## config.mk

```make
export PLATFORM = sky130hd
export DESIGN_NAME = tinyqv_instr_fetch_qspi
export DESIGN_NICKNAME = d
export VERILOG_FILES = /design/src/rtl/tinyqv_instr_fetch_qspi.sv
export SDC_FILE = /design/constraint.sdc
export NUM_CORES = 1
export LEC_CHECK = 0
export ABC_AREA = 1
export CAP_MARGIN = 20
export CELL_PAD_IN_SITES_DETAIL_PLACEMENT = 0
export CELL_PAD_IN_SITES_GLOBAL_PLACEMENT = 1
export CORE_MARGIN = 4
export CORE_UTILIZATION = 36
export CTS_CLUSTER_DIAMETER = 150
export DETAILED_ROUTE_END_ITERATION = 8
export PLACE_DENSITY_LB_ADDON = 0.1
export SLEW_MARGIN = 5
export SYNTH_ARGS = -nofsm -noshare
export SYNTH_HDL_FRONTEND = slang
export SYNTH_SLANG_ARGS = --single-unit
```

## constraint.sdc

```tcl
create_clock -name clk -period 2.45 [get_ports clk]
set_input_delay 0.49 -clock clk [delete_from_list [all_inputs] [get_ports clk]]
set_output_delay 0.49 -clock clk [all_outputs]
set_load 0.02 [all_outputs]
```

## src/rtl/tinyqv_instr_fetch_qspi.sv

```systemverilog
// Instruction-fetch front end for tinyqv_cpu: converts fetch requests into
// quad-SPI continuous-read (0xEB mode, no command byte) transactions and returns
// 16-bit halfwords.
//
// Ports:
//   clk, rst              system clock, async active-high reset
//   instr_addr            halfword address [23:1], sampled on restart
//   instr_fetch_restart   pulse: abandon current stream, fetch from instr_addr
//   instr_fetch_stall     level: pause the stream at the next halfword boundary
//   instr_fetch_started   pulse in the first address-phase cycle
//   instr_fetch_stopped   pulse in the first cycle spi_cs_n is high after a stream
//   instr_data_in         last halfword fetched
//   instr_ready           pulse: instr_data_in newly valid
//   spi_*                 quad-SPI flash interface
module tinyqv_instr_fetch_qspi #(
    parameter int          DUMMY_CYCLES   = 4,
    parameter int          CS_HIGH_CYCLES = 2,
    parameter logic [7:0]  MODE_BYTE      = 8'hA0
) (
    input  logic        clk,
    input  logic        rst,
    input  logic [22:0] instr_addr,
    input  logic        instr_fetch_restart,
    input  logic        instr_fetch_stall,
    output logic        instr_fetch_started,
    output logic        instr_fetch_stopped,
    output logic [15:0] instr_data_in,
    output logic        instr_ready,
    output logic        spi_cs_n,
    output logic        spi_clk_out,
    output logic [3:0]  spi_data_out,
    output logic [3:0]  spi_data_oe,
    input  logic [3:0]  spi_data_in
);

    typedef enum logic [2:0] {
        S_IDLE, S_ADDR, S_MODE, S_DUMMY, S_DATA, S_STALLED, S_STOP
    } state_t;

    state_t      state_q, state_d;
    logic        phase_q, phase_d;      // 0: SPI clock low, 1: SPI clock high
    logic [4:0]  cnt_q, cnt_d;          // nibble index within the current state
    logic [23:0] addr_q, addr_d;
    logic        pending_q, pending_d;  // a restart is waiting for CS-high time
    logic [3:0]  cs_cnt_q, cs_cnt_d;    // cycles spent with cs high
    logic [11:0] shift_q, shift_d;
    logic        cs_n_q, cs_n_d;
    logic        sclk_q, sclk_d;
    logic [3:0]  dout_q, dout_d;
    logic [3:0]  oe_q, oe_d;
    logic        ready_q, ready_d;
    logic [15:0] data_q, data_d;
    logic        started_q, started_d;
    logic        stopped_q, stopped_d;

    logic [15:0] nib_new;
    logic        cs_done;
    logic        spi_active;

    assign nib_new = {shift_q, spi_data_in};
    assign cs_done = (cs_cnt_q >= 4'(CS_HIGH_CYCLES));

    always_comb begin
        state_d   = state_q;
        phase_d   = phase_q;
        cnt_d     = cnt_q;
        addr_d    = addr_q;
        pending_d = pending_q;
        cs_cnt_d  = cs_cnt_q;
        shift_d   = shift_q;
        data_d    = data_q;
        ready_d   = 1'b0;

        case (state_q)
            S_IDLE: begin
                if (cs_cnt_q != 4'hF) cs_cnt_d = cs_cnt_q + 4'd1;
                if (instr_fetch_restart) begin
                    addr_d    = {instr_addr, 1'b0};
                    pending_d = 1'b1;
                end
                if ((instr_fetch_restart || pending_q) && cs_done) begin
                    state_d   = S_ADDR;
                    pending_d = 1'b0;
                    phase_d   = 1'b0;
                    cnt_d     = 5'd0;
                end
            end
            S_STOP: begin
                // A restart here only replaces the pending address; the
                // CS-high time always runs to completion.
                if (instr_fetch_restart) begin
                    addr_d    = {instr_addr, 1'b0};
                    pending_d = 1'b1;
                end
                if (cs_done) begin
                    if (instr_fetch_restart || pending_q) begin
                        state_d   = S_ADDR;
                        pending_d = 1'b0;
                        phase_d   = 1'b0;
                        cnt_d     = 5'd0;
                    end else begin
                        state_d = S_IDLE;
                    end
                end else begin
                    cs_cnt_d = cs_cnt_q + 4'd1;
                end
            end
            default: begin
                if (instr_fetch_restart) begin
                    // cs is low: abandon the stream, any partial halfword is lost
                    addr_d    = {instr_addr, 1'b0};
                    pending_d = 1'b1;
                    state_d   = S_STOP;
                    cs_cnt_d  = 4'd1;
                end else begin
                    case (state_q)
                        S_ADDR: begin
                            phase_d = ~phase_q;
                            if (phase_q) begin
                                if (cnt_q == 5'd5) begin
                                    state_d = S_MODE;
                                    cnt_d   = 5'd0;
                                end else cnt_d = cnt_q + 5'd1;
                            end
                        end
                        S_MODE: begin
                            phase_d = ~phase_q;
                            if (phase_q) begin
                                if (cnt_q == 5'd1) begin
                                    state_d = S_DUMMY;
                                    cnt_d   = 5'd0;
                                end else cnt_d = cnt_q + 5'd1;
                            end
                        end
                        S_DUMMY: begin
                            phase_d = ~phase_q;
                            if (phase_q) begin
                                if (cnt_q == 5'(DUMMY_CYCLES - 1)) begin
                                    state_d = S_DATA;
                                    cnt_d   = 5'd0;
                                end else cnt_d = cnt_q + 5'd1;
                            end
                        end
                        S_DATA: begin
                            if (!phase_q) begin
                                // ready_q marks the halfword boundary; pausing
                                // here keeps the flash stream contiguous.
                                if (ready_q && instr_fetch_stall) state_d = S_STALLED;
                                else phase_d = 1'b1;
                            end else begin
                                phase_d = 1'b0;
                                shift_d = nib_new[11:0];
                                if (cnt_q == 5'd3) begin
                                    cnt_d   = 5'd0;
                                    ready_d = 1'b1;
                                    data_d  = {nib_new[7:0], nib_new[15:8]};
                                end else cnt_d = cnt_q + 5'd1;
                            end
                        end
                        S_STALLED: begin
                            if (!instr_fetch_stall) begin
                                state_d = S_DATA;
                                phase_d = 1'b0;
                            end
                        end
                        default: state_d = S_IDLE;
                    endcase
                end
            end
        endcase
    end

    // Outputs are registered decodes of the next state, so each output lines
    // up with the state it belongs to.
    always_comb begin
        spi_active = (state_d == S_ADDR) || (state_d == S_MODE) ||
                     (state_d == S_DUMMY) || (state_d == S_DATA);
        cs_n_d     = (state_d == S_IDLE) || (state_d == S_STOP);
        sclk_d     = spi_active && phase_d;
        oe_d       = ((state_d == S_ADDR) || (state_d == S_MODE)) ? 4'hF : 4'h0;
        dout_d     = 4'h0;
        if (state_d == S_ADDR) begin
            case (cnt_d[2:0])
                3'd0:    dout_d = addr_d[23:20];
                3'd1:    dout_d = addr_d[19:16];
                3'd2:    dout_d = addr_d[15:12];
                3'd3:    dout_d = addr_d[11:8];
                3'd4:    dout_d = addr_d[7:4];
                default: dout_d = addr_d[3:0];
            endcase
        end else if (state_d == S_MODE) begin
            dout_d = cnt_d[0] ? MODE_BYTE[3:0] : MODE_BYTE[7:4];
        end
        started_d = (state_d == S_ADDR) && (state_q != S_ADDR);
        stopped_d = (state_d == S_STOP) && (state_q != S_STOP);
    end

    always_ff @(posedge clk or posedge rst) begin
        if (rst) begin
            state_q   <= S_IDLE;
            phase_q   <= 1'b0;
            cnt_q     <= 5'd0;
            addr_q    <= 24'd0;
            pending_q <= 1'b0;
            cs_cnt_q  <= 4'(CS_HIGH_CYCLES);
            shift_q   <= 12'd0;
            cs_n_q    <= 1'b1;
            sclk_q    <= 1'b0;
            dout_q    <= 4'h0;
            oe_q      <= 4'h0;
            ready_q   <= 1'b0;
            data_q    <= 16'd0;
            started_q <= 1'b0;
            stopped_q <= 1'b0;
        end else begin
            state_q   <= state_d;
            phase_q   <= phase_d;
            cnt_q     <= cnt_d;
            addr_q    <= addr_d;
            pending_q <= pending_d;
            cs_cnt_q  <= cs_cnt_d;
            shift_q   <= shift_d;
            cs_n_q    <= cs_n_d;
            sclk_q    <= sclk_d;
            dout_q    <= dout_d;
            oe_q      <= oe_d;
            ready_q   <= ready_d;
            data_q    <= data_d;
            started_q <= started_d;
            stopped_q <= stopped_d;
        end
    end

    assign spi_cs_n            = cs_n_q;
    assign spi_clk_out         = sclk_q;
    assign spi_data_out        = dout_q;
    assign spi_data_oe         = oe_q;
    assign instr_ready         = ready_q;
    assign instr_data_in       = data_q;
    assign instr_fetch_started = started_q;
    assign instr_fetch_stopped = stopped_q;

endmodule

```

# After elaboration in Yosys (flattened, before gate mapping)
# Cells that the tools add are included.
dict set report totals {
  ff_bits 79
  input_bits 31
  output_inout_bits 29
  elab_cells 130
}
dict set report classes {
  add_sub_neg 2
  order_cmp 1
  eq_ne 30
  n_mux 56
  bitwise 3
  n_reduce_logical 22
}
# operator n
set ops {}
lappend ops {{$mux 5} 10}
lappend ops {{$mux 3} 12}
lappend ops {{$mux 4} 7}
lappend ops {{$mux 24} 1}
lappend ops {{$pmux 4 s5} 1}
lappend ops {{$eq 3x2->1 const B} 6}
lappend ops {{$eq 3x3->1 const B} 6}
lappend ops {{$mux 1} 17}
lappend ops {{$pmux 3 s5} 1}
lappend ops {{$pmux 5 s3} 1}
lappend ops {{$ne 4x4->1 const B} 3}
lappend ops {{$ne 2x2->1 const B} 5}
lappend ops {{$pmux 5 s2} 1}
lappend ops {{$eq 3x1->1 const B} 3}
lappend ops {{$logic_not 3->1} 3}
lappend ops {{$pmux 4 s2} 1}
lappend ops {{$reduce_and 8->1} 1}
lappend ops {{$ne 3x1->1 const B} 2}
lappend ops {{$pmux 3 s2} 1}
lappend ops {{$add 5x1->5 const B} 1}
lappend ops {{$eq 5x1->1 const B} 1}
lappend ops {{$eq 5x2->1 const B} 1}
lappend ops {{$eq 5x3->1 const B} 1}
lappend ops {{$logic_and 1x1->1} 5}
lappend ops {{15 further kinds} 23}

# Logic depth before layout (Yosys ltp)
# Gate-level depths: netlist of the first run.
dict set report logic_depth {
  ltp_word 11
  ltp_mapped 19
  depth_no_buf 19
}

# Least setup slack after synthesis of the first run
# OpenSTA, ideal clock, no wires.
dict set report synth_path {
  path_type {register to register}
  from {register cnt_q[0]}
  to {register dout_q[1] (netlist: spi_data_out[1])}
  setup_ps 118
  arrival_time_ps 1762
  required_time_ps 2332
  slack_ps 570
  stages_incl_launch_ff 13
  path_buffers 0
  period_less_slack_ps 1880
  path_cell_list {dfrtp_1 > ha_1 > or2_2 > a21oi_1 > nand2_1 > nand2_2 > nor2_4 > nand3_1 > nand2_1 > nor2_1 > nand2_1 > nand2_1 > nand2_1}
}
dict set report synth_between {
  elab_chain_cells 9
  word_cells_on_any_way 36
  cone_classes {add/sub: 1; eq/ne: 9; mux: 25; reduce/logical: 1}
}
# item line
set synth_lines {}
lappend synth_lines {{start: declaration} 42} ;# logic [4:0] cnt_q, cnt_d;
lappend synth_lines {{start signal: assignment} 218} ;# cnt_q <= cnt_d;
lappend synth_lines {{$add 5x1->5, or another cell as far along} --}
lappend synth_lines {{$mux 5 (on tied branches)} --}
lappend synth_lines {{$mux 5 (on tied branches)} {145, 119, 128}}
lappend synth_lines {{$pmux 5 s3 *} 116} ;# case (state_q)
lappend synth_lines {{$mux 5 *} 109} ;# if (instr_fetch_restart) begin
lappend synth_lines {{$pmux 5 s2 *} 74} ;# case (state_q)
lappend synth_lines {{net cnt_d[1]} 42}
lappend synth_lines {{$eq 3x3->1, or another cell as far along} 183} ;# case (cnt_d[2:0])
lappend synth_lines {{$pmux 4 s5 *} 183}
lappend synth_lines {{$mux 4 *} 182} ;# if (state_d == S_ADDR) begin
lappend synth_lines {{net dout_d[1]} 49} ;# logic [3:0] dout_q, dout_d;
lappend synth_lines {{end signal: assignment} 225} ;# dout_q <= dout_d;
lappend synth_lines {{end: declaration} 49}
# The timed path passes the listed nets; every way through them passes the cells marked *. The select of a mux whose other input is x is not followed.
# A chain may end at the register's enable or synchronous reset.

# Worst setup path in the final report of the first run
dict set report layout_path {
  from {register cnt_q[0]}
  to {register dout_q[3] (netlist: spi_data_out[3])}
}
dict set report layout_between {
  elab_chain_cells 9
  word_cells_on_any_way 36
  cone_classes {add/sub: 1; eq/ne: 9; mux: 25; reduce/logical: 1}
}
# item line
set layout_lines {}
lappend layout_lines {{$eq 5x2->1, or another cell as far along} 138} ;# if (cnt_q == 5'(DUMMY_CYCLES - 1)) begin
lappend layout_lines {{$mux 3 (on tied branches)} {138, 120, 129}}
lappend layout_lines {{$mux 3 (on tied branches)} {137, 119, 128}}
lappend layout_lines {{$pmux 3 s5 *} 116}
lappend layout_lines {{$mux 3 *} 109}
lappend layout_lines {{$pmux 3 s2 *} 74}
lappend layout_lines {{net state_d[1]} 40} ;# state_t state_q, state_d;
lappend layout_lines {{$eq 3x2->1} 191} ;# end else if (state_d == S_MODE) begin
lappend layout_lines {{$mux 4} 191}
lappend layout_lines {{$mux 4 *} 182}
lappend layout_lines {{net dout_d[3]} 49}
# Marks and branches as above.

==> flow_summary_export.csv, run 1 <==
group,metric,value,unit
outcome,outcome,"finished clean",
final_layout,layout_commonest_cell,"nand2_1",
critical_path,stage_delay_of_the_slowest_cell_on_the_critical_path,480,ps
worst_hold_path,hold_path_end,"addr_q[7]",
logic_synthesis,ys_ff_latch,76,
critical_path,critPathBufInv,5,
final_layout,final_design_area_no_fill,0.00476,mm^2
critical_path,reg2reg_from,"cnt_q[0]",
worst_hold_path,timing.hold.worst.start,"addr_q[7]",
final_layout,diodes,0,
clock_tree,cts_tree,"yes",
floorplan,initial_core_util,37.6,%
clock_tree,post_cts.repair.setup_buffers,0,
floorplan,design.die.area,0.0120,mm^2
floorplan,die_w,110,um
power,max-vdd-ir-drop,354,uV
clock_tree,cts-buffers-inserted,9,
power,finalPower,4.68,mW
critical_path,critPathSlowestCell,"dfrtp_1",
power,p_per_area,983,mW/mm^2
clock_tree,postCtsHoldBufs,0,
logic_synthesis,synth_top_cells_by_area,"dfrtp_1, nand2_1, nand3_1",
sta,finalSetupViolCount,0,
final_layout,layout.cells.most_common_list,"nand2_1, dfrtp_1, clkdlybuf4s50_1",
critical_path,setup.reg_to_reg.worst_slack,240,ps
sta,finalClockSkew,12.1,ps
grt,initial_antenna_violation_count,0,
sta,final_worst_hold_slack,470,ps
floorplan,fp-row-count,36,
critical_path,cp_common_cell,"nand2_1",
sta,finalMaxSlewViolations,0,
placed_design,place_inst,663,
floorplan,io_pins,60,
clock_tree,clock_latency,340,ps
clock_tree,post_cts_resized,0,
sta,min_period,2210,ps
clock_tree,ctsLongestPathBuffers,2,
floorplan,fp.coreArea,0.00991,mm^2
sta,max_slew_headroom,67.7,%
logic_synthesis,synth_cell_type_count,35,
grt,track_usage,15.6,%
critical_path,worstPathRequired,2720,ps
critical_path,r2r_cells,16,
placed_design,place.gp.congestion,0.841,
critical_path,start_kind,"register",
power,power_leakage,2.43,nW
routing,vias,3107,
critical_path,worst_path_fanout_max,7,
clock_tree,cts_root_buffer,"clkbuf_8",
logic_synthesis,synth_top_cell_area_share,49.7,%
placed_design,buffer_ports.inserted,59,
sta,worst_pin_slew,480,ps
worst_hold_path,hold-path-cell-count,2,
clock_tree,numClockSinks,76,
logic_synthesis,postSynthCellCount,464,
sta,setup_ws,237,ps
routing,vias_per_cell,4.58,
logic_synthesis,synth_top_area_cell,"dfrtp_1",
logic_synthesis,synth_fp_nets,499,
placed_design,dpl.hpwl,6.27,mm
final_layout,post_route_cells_drive_above_1_share,12.8,%
critical_path,reg2reg_to,"spi_data_out[3]",
final_layout,final_core_utilization,48.0,%
floorplan,die-height,110,um
placed_design,placedInstanceArea,0.00457,mm^2
routing,wl_per_cell,12.6,um
sta,final.setup.tns,0,ps
logic_synthesis,yosysWarnings,0,
critical_path,worst_path_dominant_cell_family,"simple AND/OR/NAND/NOR gates",
routing,dr.first_iter.drc_count,115,
logic_synthesis,synth_seq_area_share,51.1,%
power,combinationalPowerShare,43.9,%
placed_design,placement.setup.worst_slack,34.6,ps
critical_path,kind_of_end_point_of_the_critical_path,"register",
worst_hold_path,hold_class,"register to register",
critical_path,critical_setup_path_class,"register to register",
grt,global_route_wire_length_before_repair,14.6,mm
power,proportion_of_total_power_due_to_net_switching,40.5,%
sta,timing_hold_violations_final,0,
routing,wl,8.56,mm
run,maxCapViolCount,0,
final_layout,final_cells,679,
critical_path,endpoint_arrival_time_on_the_critical_path,2480,ps
logic_synthesis,mappedNetlistArea,0.00373,mm^2
critical_path,ordered_cell_list_for_the_critical_path,"ha_1, nand2_1, inv_1, nand3_1, nand2_1, inv_1, nor2_1, a21oi_1, buf_4, nor2_1, nand2_1, inv_1, o21ai_0, inv_1, nand2_1, nand2_1",
logic_synthesis,postSynthAreaPerCell,8.04,um^2
power,p_sw,1.90,mW
sta,final_min_period_over_clock_period,90.3,%
power,pwr-share-seq,36.1,%
sta,fmax,452,MHz
power,clkPwrFrac,20.0,%
routing,final_antenna_net_count,0,
routing,detailed_routing_iteration_count_for_the_pre_antenna_repair_pass,4,
grt,via_count_of_the_first_global_routing_pass,3040,
clock_tree,cts_htree_levels,3,
power,internal-power,2.78,mW
grt,globalRouteOverflowTotal,0,
grt,grt_start_max_net_pins,77,
final_layout,layout-area-overhead-vs-synth,27.6,%
final_layout,design.final.nets,576,
clock_tree,clk_pin_slew_worst_paths,80,ps
routing,final_routed_drc_violation_total,0,
sta,unrepaired_setup_endpoints_after_global_routing,"no",
## worst max path at each step
stage,startpoint,to,depth (start not counted)
2_1_floorplan,rst,addr_q[0],1
4_1_cts,cnt_q[0],spi_data_out[3],16
6_report,cnt_q[0],spi_data_out[3],16
5_1_grt,cnt_q[0],spi_data_out[1],14
3_3_place_gp,instr_fetch_restart,spi_data_out[1],14
3_5_place_dp,instr_fetch_restart,spi_data_out[1],14
## tightest hold or removal path: cells and delay by family (launching register included)
kind	cells	cell delay, ps
flip-flops	1	320
AND/OR/NAND/NOR	2	110
## cell families (layout without fill, tap and decap cells)
kind of cell | Yosys count | in the layout | share of synthesized area (%)
and+or+nand+nor | 271 | 271 | 32.4
AOI/OAI and AO/OA | 51 | 51 | 7.99
DFF | 76 | 76 | 51.1
adders and majority gates | 4 | 4 | 1.34
buffers and inverters | 62 | 144 | 7.18
## synthesized netlist by cell type
cell      count
inv_1        46
dfstp_2       2
nand2_4       3
o21ai_1       1
inv_2         1
a21oi_1       9
o21ai_0      27
ha_1          4
inv_4         2
o31ai_1       1
clkinv_1      1
o22ai_1       1
nor3_1        3
a21boi_0      1
nor4_4        1
nand2_2       5
nor2_4        2
nor2_8        1
nand3_1      38
buf_4         4
nand3_2       2
a21oi_2       1
dfrtp_1      74
nor2_1       30
nor3_2        1
o21ai_2       8
nand4_1       2
clkbuf_1      6
nor4_2        1
buf_6         2
nor2_2        2
nor3b_1       3
nand2_1     174
a31oi_1       2
or2_2         3
## sequential cells by signal, summed over array words and instances (netlist names)
register and count:
spi_data_out 4, instr_ready 1, phase_q 1, spi_clk_out 1
cnt_q 5, spi_data_oe 1, cs_cnt_q 4, instr_fetch_stopped 1
instr_fetch_started 1, instr_data_in 16, shift_q 12, addr_q 24
pending_q 1, state_q 3, spi_cs_n 1
## power by group through the flow
stage / logic (mW) / registers (mW) / clock network [mW]
finish: 2.05 / 1.69 / 0.937
global route: 2.34 / 1.72 / 1.04
CTS: 2.08 / 1.69 / 0.972
detailed placement: 2.07 / 1.71 / 0
global placement: 2.06 / 1.71 / 0
floorplan: 1.29 / 1.76 / 0
## per-layer routing
layer	global-route usage, %	share of wire (%)
met1	22.1	50
met2	23.3	45
met5	0	0
met4	5.25	1.4
met3	3.76	3.6
## area by class of cell
cell class | count | area, um^2
well taps | 133 | 166
fillers | 987 | 5150
clock buffers | 10 | 128
multi-input cells | 326 | 1560
flip-flops and latches | 76 | 1900
clock inverters | 6 | 65.1
repair buffers | 78 | 746
inverters | 50 | 193
Note: power is estimated with default switching activity, not from simulation.
==> inputs of run 2 (changes only) <==
--- a/config.mk
+++ b/config.mk
@@ -6,7 +6,6 @@
 export NUM_CORES = 1
 export LEC_CHECK = 0
 export ABC_AREA = 1
-export CAP_MARGIN = 20
 export CELL_PAD_IN_SITES_DETAIL_PLACEMENT = 0
 export CELL_PAD_IN_SITES_GLOBAL_PLACEMENT = 1
 export CORE_MARGIN = 4
==> results of run 2 <==
Final layout, timing and power as in run 1 (identical DEF).
